--- src/rtl/sonic_rx_blocksync.sv ---
// sonic_rx_blocksync: receive gearbox turning the 40-bit transceiver word
// stream into 66-bit blocks, plus the sync-header lock search that bit-slips
// the gearbox until block boundaries line up with the transmitter.
module sonic_rx_blocksync #(
    parameter int SH_CNT_MAX   = 64,
    parameter int SH_INVLD_MAX = 16,
    parameter int SLIP_HOLD    = 2
) (
    input  logic        clock,
    input  logic        reset,
    input  logic        rx_ready,
    input  logic [39:0] data_in,
    output logic [65:0] data_out,
    output logic        data_valid,
    output logic        lock,
    output logic [15:0] slip_count
);

    localparam logic [1:0] ST_RESET_CNT = 2'd0;
    localparam logic [1:0] ST_TEST_SH   = 2'd1;
    localparam logic [1:0] ST_SLIP      = 2'd2;

    localparam logic [6:0] BLK_BITS     = 7'd66;
    localparam logic [6:0] WORD_BITS    = 7'd40;
    localparam logic [6:0] SH_CNT_LIM   = 7'(SH_CNT_MAX);
    localparam logic [4:0] SH_INVLD_LIM = 5'(SH_INVLD_MAX);
    localparam logic [1:0] HOLD_INIT    = 2'(SLIP_HOLD);

    // A sync header is valid exactly when its two bits differ.
    function automatic logic sh_is_valid(input logic [1:0] sh);
        return sh[1] ^ sh[0];
    endfunction

    // Registered state
    logic [105:0] gear_r;
    logic [6:0]   fill_r;
    logic         slip_pend_r;
    logic [1:0]   state_r;
    logic [6:0]   sh_cnt_r;
    logic [4:0]   sh_invld_r;
    logic [1:0]   hold_cnt_r;

    // Combinational next-state terms
    logic         emit_s;
    logic [65:0]  blk_s;
    logic         sh_bad_s;
    logic [105:0] gear_a_s;
    logic [6:0]   fill_a_s;
    logic [6:0]   base_cnt_s;
    logic [4:0]   base_invld_s;
    logic [6:0]   cnt_inc_s;
    logic [4:0]   invld_inc_s;
    logic [1:0]   state_nx_s;
    logic [6:0]   sh_cnt_nx_s;
    logic [4:0]   sh_invld_nx_s;
    logic [1:0]   hold_nx_s;
    logic         lock_nx_s;
    logic         slip_req_s;
    logic         slip_do_s;
    logic         slip_pend_nx_s;
    logic [105:0] gear_b_s;
    logic [6:0]   fill_b_s;
    logic [105:0] gear_c_s;
    logic [6:0]   fill_c_s;

    // Step (a): pull a complete block off the bottom of the gearbox.
    always_comb begin
        emit_s   = (fill_r >= BLK_BITS);
        blk_s    = gear_r[65:0];
        sh_bad_s = ~sh_is_valid(gear_r[1:0]);
        if (emit_s) begin
            gear_a_s = {66'd0, gear_r[105:66]};
            fill_a_s = fill_r - BLK_BITS;
        end else begin
            gear_a_s = gear_r;
            fill_a_s = fill_r;
        end
    end

    // Lock search: evaluates each emitted block on the edge it is registered.
    always_comb begin
        state_nx_s    = state_r;
        sh_cnt_nx_s   = sh_cnt_r;
        sh_invld_nx_s = sh_invld_r;
        hold_nx_s     = hold_cnt_r;
        lock_nx_s     = lock;
        slip_req_s    = 1'b0;
        // RESET_CNT presents zeroed counters so a block arriving in that
        // state already counts as the first of the new window.
        if (state_r == ST_RESET_CNT) begin
            base_cnt_s   = 7'd0;
            base_invld_s = 5'd0;
        end else begin
            base_cnt_s   = sh_cnt_r;
            base_invld_s = sh_invld_r;
        end
        cnt_inc_s   = base_cnt_s + 7'd1;
        invld_inc_s = base_invld_s + {4'd0, sh_bad_s};
        case (state_r)
            ST_RESET_CNT, ST_TEST_SH: begin
                if (emit_s) begin
                    sh_cnt_nx_s   = cnt_inc_s;
                    sh_invld_nx_s = invld_inc_s;
                    if (!lock) begin
                        if (sh_bad_s) begin
                            slip_req_s = 1'b1;
                            hold_nx_s  = HOLD_INIT;
                            state_nx_s = ST_SLIP;
                        end else if (cnt_inc_s == SH_CNT_LIM) begin
                            lock_nx_s  = 1'b1;
                            state_nx_s = ST_RESET_CNT;
                        end else begin
                            state_nx_s = ST_TEST_SH;
                        end
                    end else begin
                        if (invld_inc_s == SH_INVLD_LIM) begin
                            lock_nx_s  = 1'b0;
                            slip_req_s = 1'b1;
                            hold_nx_s  = HOLD_INIT;
                            state_nx_s = ST_SLIP;
                        end else if (cnt_inc_s == SH_CNT_LIM) begin
                            state_nx_s = ST_RESET_CNT;
                        end else begin
                            state_nx_s = ST_TEST_SH;
                        end
                    end
                end else begin
                    sh_cnt_nx_s   = base_cnt_s;
                    sh_invld_nx_s = base_invld_s;
                    state_nx_s    = ST_TEST_SH;
                end
            end
            ST_SLIP: begin
                // Blocks right after a slip straddle the old alignment; skip them.
                if (hold_cnt_r == 2'd0) begin
                    state_nx_s = ST_RESET_CNT;
                end else if (emit_s) begin
                    hold_nx_s = hold_cnt_r - 2'd1;
                    if (hold_cnt_r == 2'd1) begin
                        state_nx_s = ST_RESET_CNT;
                    end else begin
                        state_nx_s = ST_SLIP;
                    end
                end else begin
                    state_nx_s = ST_SLIP;
                end
            end
            default: begin
                state_nx_s = ST_RESET_CNT;
            end
        endcase
    end

    // Steps (b) and (c): drop one bit for a slip, then append the new word.
    always_comb begin
        // A slip needs a bit in the buffer; with none left it waits a cycle.
        slip_do_s = (slip_pend_r | slip_req_s) & (fill_a_s != 7'd0);
        if (slip_do_s) begin
            gear_b_s       = {1'b0, gear_a_s[105:1]};
            fill_b_s       = fill_a_s - 7'd1;
            slip_pend_nx_s = 1'b0;
        end else begin
            gear_b_s       = gear_a_s;
            fill_b_s       = fill_a_s;
            slip_pend_nx_s = slip_pend_r | slip_req_s;
        end
        if (rx_ready) begin
            gear_c_s = gear_b_s | ({66'd0, data_in} << fill_b_s);
            fill_c_s = fill_b_s + WORD_BITS;
        end else begin
            gear_c_s = gear_b_s;
            fill_c_s = fill_b_s;
        end
    end

    // State and registered outputs, with synchronous active-low reset.
    always_ff @(posedge clock) begin
        if (!reset) begin
            gear_r      <= 106'd0;
            fill_r      <= 7'd0;
            slip_pend_r <= 1'b0;
            state_r     <= ST_RESET_CNT;
            sh_cnt_r    <= 7'd0;
            sh_invld_r  <= 5'd0;
            hold_cnt_r  <= 2'd0;
            data_out    <= 66'd0;
            data_valid  <= 1'b0;
            lock        <= 1'b0;
            slip_count  <= 16'd0;
        end else begin
            gear_r      <= gear_c_s;
            fill_r      <= fill_c_s;
            slip_pend_r <= slip_pend_nx_s;
            state_r     <= state_nx_s;
            sh_cnt_r    <= sh_cnt_nx_s;
            sh_invld_r  <= sh_invld_nx_s;
            hold_cnt_r  <= hold_nx_s;
            lock        <= lock_nx_s;
            data_valid  <= emit_s;
            if (emit_s) begin
                data_out <= blk_s;
            end else begin
                data_out <= data_out;
            end
            if (slip_do_s && (slip_count != 16'hFFFF)) begin
                slip_count <= slip_count + 16'd1;
            end else begin
                slip_count <= slip_count;
            end
        end
    end

endmodule

--- config.mk ---
export PLATFORM = sky130hd
export DESIGN_NAME = sonic_rx_blocksync
export DESIGN_NICKNAME = d
export VERILOG_FILES = /design/src/rtl/sonic_rx_blocksync.sv
export SDC_FILE = /design/constraint.sdc
export NUM_CORES = 1
export LEC_CHECK = 0
export BUFFER_PORTS_ARGS = -buffer_cell sky130_fd_sc_hd__buf_2
export CELL_PAD_IN_SITES_DETAIL_PLACEMENT = 1
export CELL_PAD_IN_SITES_GLOBAL_PLACEMENT = 1
export CORE_MARGIN = 2
export CORE_UTILIZATION = 41
export CTS_CLUSTER_SIZE = 12
export DETAILED_ROUTE_END_ITERATION = 8
export PLACE_DENSITY = 0.8
export REMOVE_ABC_BUFFERS = 1
export SYNTH_ARGS = -nofsm -noshare
export SYNTH_HDL_FRONTEND = slang
export SYNTH_SLANG_ARGS = --single-unit
--- constraint.sdc ---
create_clock -name clock -period 5 [get_ports clock]
set_input_delay 0.5 -clock clock [delete_from_list [all_inputs] [get_ports clock]]
set_output_delay 0.5 -clock clock [all_outputs]
set_load 0.01 [all_outputs]
==> results_dict.tcl, run 1 <==
set metrics [dict create \
    hold_path_class "input pin to flop" \
    ios 127 \
    post-route-drc-count 0 \
    crit_buf_inv 1 \
    ir_drop_mv 0.467 \
    core_region_area_mm2 0.0388 \
    ant_nets 0 \
    worst_ep_required_time_ns 5.49 \
    viasPerCell 6.54 \
    hold_viol 0 \
    worstSetupEndpointType "flop" \
    seqCellArea_mm2 0.00429 \
    ff2ff_path_depth 15 \
    wire_per_inst_um 27.5 \
    period_share_pct 98.1 \
    min_period_ns 4.91 \
    netlist_top_cells_count "398 x nand2_1, 214 x dfxtp_1, 181 x a21oi_1, 165 x nor2_1, 134 x mux2i_1" \
    cts-root-buf "clkbuf_16" \
    synth_most_common_cell "nand2_1" \
    p_leak_nw 7.09 \
    rsz0062_at_grt "no" \
    synth_cells 2128 \
    synth_area_leaders "dfxtp_1 26%, nand2_1 9.2%, mux2i_1 8.3%" \
    syn_avg_cell_area_um2 7.61 \
    cp_top_family "simple AND/OR/NAND/NOR gates" \
    max-clock-path-buffers 3 \
    rrSetupSlack_ns 0.09 \
    yosysWarnings 0 \
    drt_first_iter_violations 1439 \
    synth_cell_type_count 109 \
    grt_pass1_wl_um 114000 \
    outcome "completed" \
    fill_cells 4824 \
    start_util_pct 41.7 \
    final-setup-viol-count 0 \
    synthArstFlopShare_pct 0 \
    fin_skew_ns 0.0215 \
    fin_nets 2279 \
    routed_wl_um 76000 \
    seq_area_frac_synth_pct 26.4 \
    cp_max_fo 20 \
    die_y_um 203 \
    drv_slew 0 \
    power_mw 16.9 \
    min_to "fill_r[3]" \
    clk_pin_slew_ns 0.07 \
    synth_top_cell_area_share_pct 26.4 \
    multi_input_area_mm2 0.0109 \
    die_w_um 203 \
    drive_gt1_share_pct 19.6 \
    grt.total_usage_pct 36.0 \
    ys_ff_latch 214 \
    synth_top_area_cell "dfxtp_1" \
    h-tree-depth 1 \
    firstDrtPassIters 5 \
    cp.arrival_ns 5.39 \
    max_slew_margin_pct 13.3 \
    dpl.hpwl_um 56900 \
    cts_tree "yes" \
    worstPathCellList "or2_2, and2_1, ha_1, ha_1, or3b_1, nor4b_2, a211oi_2, o21bai_2, nand2_4, buf_4, mux4_2, mux2i_1, mux2i_1, o22ai_1, a22o_1" \
    cap_violations 0 \
    setup_tns_ns 0 \
    max_freq_mhz 204 \
    min_path_cells 3 \
    power_density_mw_per_mm2 908 \
    timing.rr.end "gear_r[61]" \
    worst_pin_slew_ns 1.30 \
    cts_made_buffers 25 \
    num_vias 18100 \
    portBuffers 126 \
    synth-edff-count 0 \
    fp.dieArea_mm2 0.0411 \
    rows 72 \
    r2r_start "state_r[0]" \
    antenna_found_initial 0 \
    worstSkewPairLatency_ns 0.56 \
    critical_path_class "flop to flop" \
    place_area_mm2 0.0178 \
    grt_start_max_net_pins 85 \
    cp_slowest_cell "mux4_2" \
    cp-start-kind "flop" \
    syn_to_final_growth_pct 15.2 \
    synth_area_mm2 0.0162 \
    clkSinkCount 214 \
    first_global_vias 18200 \
    grt_overflow_total 0 \
    hp-start "rx_ready" \
    place.gp.congestion 1.02 \
    max_stage_delay_ns 0.49 \
    ys.flop_type "dfxtp_1" \
    finalInstanceArea_mm2 0.0187 \
]
[flip-flops by register name (all words and copies together), names as in the netlist]
signal	cells
fill_r	7
lock	1
sh_invld_r	5
data_valid	1
sh_cnt_r	7
slip_count	16
slip_pend_r	1
data_out	66
gear_r	106
state_r	2
hold_cnt_r	2
[worst reg2reg max path, stage by stage, from the launching register on]
cell      delay [ns]
dfxtp_1         0.35
or2_2           0.32
and2_1          0.18
ha_1            0.21
ha_1            0.30
or3b_1          0.43
nor4b_2         0.31
a211oi_2        0.21
o21bai_2        0.28
nand2_4         0.28
buf_4           0.30
mux4_2          0.49
mux2i_1         0.46
mux2i_1         0.31
o22ai_1         0.28
a22o_1          0.17
[how the worst max path moves through the flow]
stage                     from         end  slack (ns)  depth (start not counted)
floorplan            fill_r[1]  gear_r[64]       -4.30                         12
global placement    state_r[0]  gear_r[93]        0.08                         16
detailed placement  state_r[0]  gear_r[37]       -0.11                         16
CTS                 state_r[0]  gear_r[61]        0.03                         15
global route        state_r[0]  gear_r[94]      0.0004                         14
finish              state_r[0]  gear_r[61]        0.09                         15
[cells in the final DEF, fill, tap and decap left out, types with 8 or more instances in the layout]
cell type / count
nand3_1: 76
a21oi_1: 181
and2_1: 10
a31oi_1: 17
xnor2_1: 17
nor3_1: 42
mux2_2: 26
and3_1: 12
nand4_1: 9
o31a_1: 25
mux2i_1: 133
o32ai_1: 9
a22oi_1: 14
o2bb2ai_1: 9
nor2_1: 164
a211oi_1: 37
nand2b_1: 10
o221ai_1: 53
a221oi_1: 8
a22o_1: 17
or3_1: 9
o21ai_1: 20
dfxtp_1: 212
o22ai_1: 52
clkbuf_16: 25
a211o_1: 9
nand2_1: 398
o21a_1: 9
o311a_1: 8
o211ai_1: 16
a21o_1: 16
buf_2: 126
ha_1: 9
inv_1: 17
buf_4: 145
o21ai_0: 72
a221o_1: 9
mux4_2: 24
[final cells by class]
| cell class | instances | share of cell area [%] |
|---|---|---|
| antenna | 1 | 0.0134 |
| sequential | 214 | 23.0 |
| multi-input combinational | 1685 | 58.5 |
| timing repair buffer | 278 | 9.97 |
| clock inverter | 9 | 0.704 |
| clock buffer | 35 | 3.93 |
| inverter | 22 | 0.469 |
| tap | 518 | 3.47 |
[cells by family after synthesis]
logic type | count (synthesis) | share of synthesized area, %
XOR/XNOR | 24 | 1.30
multiplexers | 185 | 13.5
AO/OA/AOI/OAI | 682 | 30.0
flip-flops | 214 | 26.4
buffers and inverters | 229 | 6.41
adder cells (fa/ha/maj) | 10 | 0.772
AND/OR/NAND/NOR | 784 | 21.6
[timing repair]
| item | in CTS | in global routing |
|---|---|---|
| hold buffers | 0 | 0 |
| pin swaps | 0 | 1 |
| cloned | 0 | 0 |
| resized for setup | 1 | 6 |
| endpoints found under the setup margin | 28 | 51 |
| setup buffers | 0 | 0 |
[metal layers]
metal  global-route usage (%)  share of wire (%)
met3                     3.90                6.0
met2                     60.1                 46
met5                        0                  0
met4                     17.9                5.6
met1                     46.3                 42
[metrics by stage]
stage	hold WS, ns	worst slack, ns	utilization, %	instances
after floorplan	0.441	-4.30	-	1921
final	0.366	0.0927	48.1	2762
after global routing	0.382	0.000373	48.0	2761
after CTS	0.350	0.0287	48.0	2761
after global placement	0.439	0.0806	45.7	2717
after detailed placement	0.445	-0.110	45.7	2717
[power breakdown]
group          internal (mW)  switching [mW]  total, mW  leakage [nW]
logic                   4.30            8.38       12.7          4.92
registers               2.02           0.273       2.29          1.74
clock network           1.17           0.786       1.96         0.429
No activity file was read; power rests on OpenSTA's default activity.
==> inputs of run 2 (changes only) <==
--- a/config.mk
+++ b/config.mk
@@ -6,13 +6,13 @@
 export NUM_CORES = 1
 export LEC_CHECK = 0
 export BUFFER_PORTS_ARGS = -buffer_cell sky130_fd_sc_hd__buf_2
-export CELL_PAD_IN_SITES_DETAIL_PLACEMENT = 1
-export CELL_PAD_IN_SITES_GLOBAL_PLACEMENT = 1
+export CELL_PAD_IN_SITES_DETAIL_PLACEMENT = 2
+export CELL_PAD_IN_SITES_GLOBAL_PLACEMENT = 2
 export CORE_MARGIN = 2
-export CORE_UTILIZATION = 41
+export CORE_UTILIZATION = 33
 export CTS_CLUSTER_SIZE = 12
 export DETAILED_ROUTE_END_ITERATION = 8
-export PLACE_DENSITY = 0.8
+export PLACE_DENSITY = 0.81
 export REMOVE_ABC_BUFFERS = 1
 export SYNTH_ARGS = -nofsm -noshare
 export SYNTH_HDL_FRONTEND = slang
==> run 2 against run 1 <==
Compared with the run above: via count up 0.52%; clock power grew 12%; count of clock-buffer cells in the layout increased by 5; hold slack better by 0.0063 ns; critical endpoint is now gear_r[86].
==> results_dict.tcl, run 2 (synthesis gave the netlist of run 1 again) <==
set metrics [dict create \
    outcome "completed" \
    post-route-drc-count 0 \
    hold_viol 0 \
    layout_common_cells "396 x nand2_1, 212 x dfxtp_1, 177 x a21oi_1" \
    cts_tree "yes" \
    top_layer "met4" \
    cts_made_buffers 27 \
    hold_path_class "input pin to flop" \
    cp.arrival_ns 5.32 \
    die_y_um 226 \
    met1_length_um 36000 \
    p_leak_nw 7.28 \
    worst_ep_required_time_ns 5.47 \
    place.gp.congestion 0.973 \
    h-tree-depth 1 \
    worstSkewPairLatency_ns 0.56 \
    fill_cells 5529 \
    ir_drop_mv 0.475 \
    grt_start_max_net_pins 78 \
    met2_length_um 40600 \
    drive_gt1_share_pct 21.5 \
    critical_path_class "flop to flop" \
    fin_skew_ns 0.0193 \
    fin_ws_ns 0.150 \
    start_util_pct 33.3 \
    grt_overflow_total 0 \
    drv_slew 0 \
    portBuffers 126 \
    die_w_um 226 \
    cp_max_fo 5 \
    worst_pin_slew_ns 0.919 \
    cts-root-buf "clkbuf_16" \
    num_antenna_cells 0 \
    antenna_found_initial 0 \
    drt_first_iter_violations 1157 \
    place_inst 2830 \
    viasPerCell 6.28 \
    wire_per_inst_um 29.1 \
    endpoint "gear_r[86]" \
    ant_nets 0 \
    multi_input_area_mm2 0.0111 \
    cap_violations 0 \
    rsz0062_at_grt "no" \
    largestRegisters "gear_r (106), data_out (66), slip_count (16)" \
    top_register "gear_r" \
    ios 127 \
    grt.total_usage_pct 32.3 \
    fin_nets 2302 \
    num_vias 18200 \
    r2r_start "state_r[0]" \
    firstDrtPassIters 6 \
    max-clock-path-buffers 3 \
    routed_wl_um 84200 \
    ff2ff_path_depth 16 \
    dp_slack_ns -0.323 \
    core_region_area_mm2 0.0486 \
    clkSinkCount 214 \
    timing.rr.end "gear_r[86]" \
    worstSetupEndpointType "flop" \
    rows 81 \
    fp.dieArea_mm2 0.0509 \
    layout_commonest_cell "nand2_1" \
    clk_pin_slew_ns 0.07 \
    first_global_vias 19200 \
    instances_no_fill 2891 \
    cp-startpoint "state_r[0]" \
    power_density_mw_per_mm2 930 \
    min_period_ns 4.85 \
    period_share_pct 97.0 \
    max_slew_margin_pct 38.7 \
    syn_to_final_growth_pct 19.1 \
    hold_buffers 0 \
    grt_pass1_wl_um 125000 \
    final-setup-viol-count 0 \
    max_freq_mhz 206 \
    met3_length_um 3620 \
    largest_reg_flops 106 \
    dpl.hpwl_um 62400 \
    cp-start-kind "flop" \
    seqCellArea_mm2 0.00429 \
    rrSetupSlack_ns 0.15 \
]
## run 2: final cells by class
type                    instances  area share, %
clock inverters                 9          0.934
multi-input cells            1686           57.3
well taps                     622           4.04
clock buffers                  40           4.22
flip-flops and latches        214           22.2
repair buffers                298           10.8
inverters                      22          0.467
## run 2: worst min path at each step
stage / startpoint / to / slack, ns / depth (start not counted)
floorplan: gear_r[33] / data_out[33] / 0.44 / 2
global placement: data_out[44] / data_out[44] / 0.44 / 2
detailed placement: data_out[24] / data_out[24] / 0.45 / 2
CTS: rx_ready / fill_r[3] / 0.37 / 3
global route: rx_ready / gear_r[67] / 0.40 / 3
finish: rx_ready / fill_r[3] / 0.37 / 3
## run 2: metal layers
layer	vias to the layer above	global-route usage, %
li1	8129	-
met1	9326	41.2
met2	529	55.5
met3	184	2.69
met4	0	14.2
met5	-	0
## run 2: worst max-delay path, cell delays in order, from the launching register on
cell and delay [ns]:
dfxtp_1 0.32, or2_2 0.31, and2_1 0.19, ha_1 0.22
ha_1 0.31, or3b_1 0.45, nor4b_4 0.29, a211oi_2 0.19
o21bai_4 0.30, nand2_4 0.15, buf_4 0.17, mux4_2 0.49
a2111oi_0 0.65, buf_4 0.22, a211oi_2 0.08, or2_0 0.27
a21oi_1 0.14
## run 2: stage by stage
step	power, mW	setup TNS [ns]	instance area (um^2)	util, %	hold WS, ns
2_1_floorplan	8.83	-543.77	15200	-	0.441
3_3_place_gp	14.7	-0.737	18000	37.0	0.440
3_5_place_dp	14.9	-1.34	18000	37.0	0.446
4_1_cts	17.4	-0.000190	19100	39.2	0.366
5_1_grt	18.6	0	19300	39.6	0.398
6_report	17.9	0	19300	39.6	0.372
## run 2: timing repair
action	4_1_cts	5_1_grt
buffers inserted	3	7
setup endpoints to repair	30	77
gates resized for setup	10	35
pin swaps	3	10
gates cloned	0	2
## run 2: power breakdown
group / switching, mW / internal (mW)
clock: 0.823 / 1.38
combinational: 8.85 / 4.57
sequential: 0.294 / 2.02
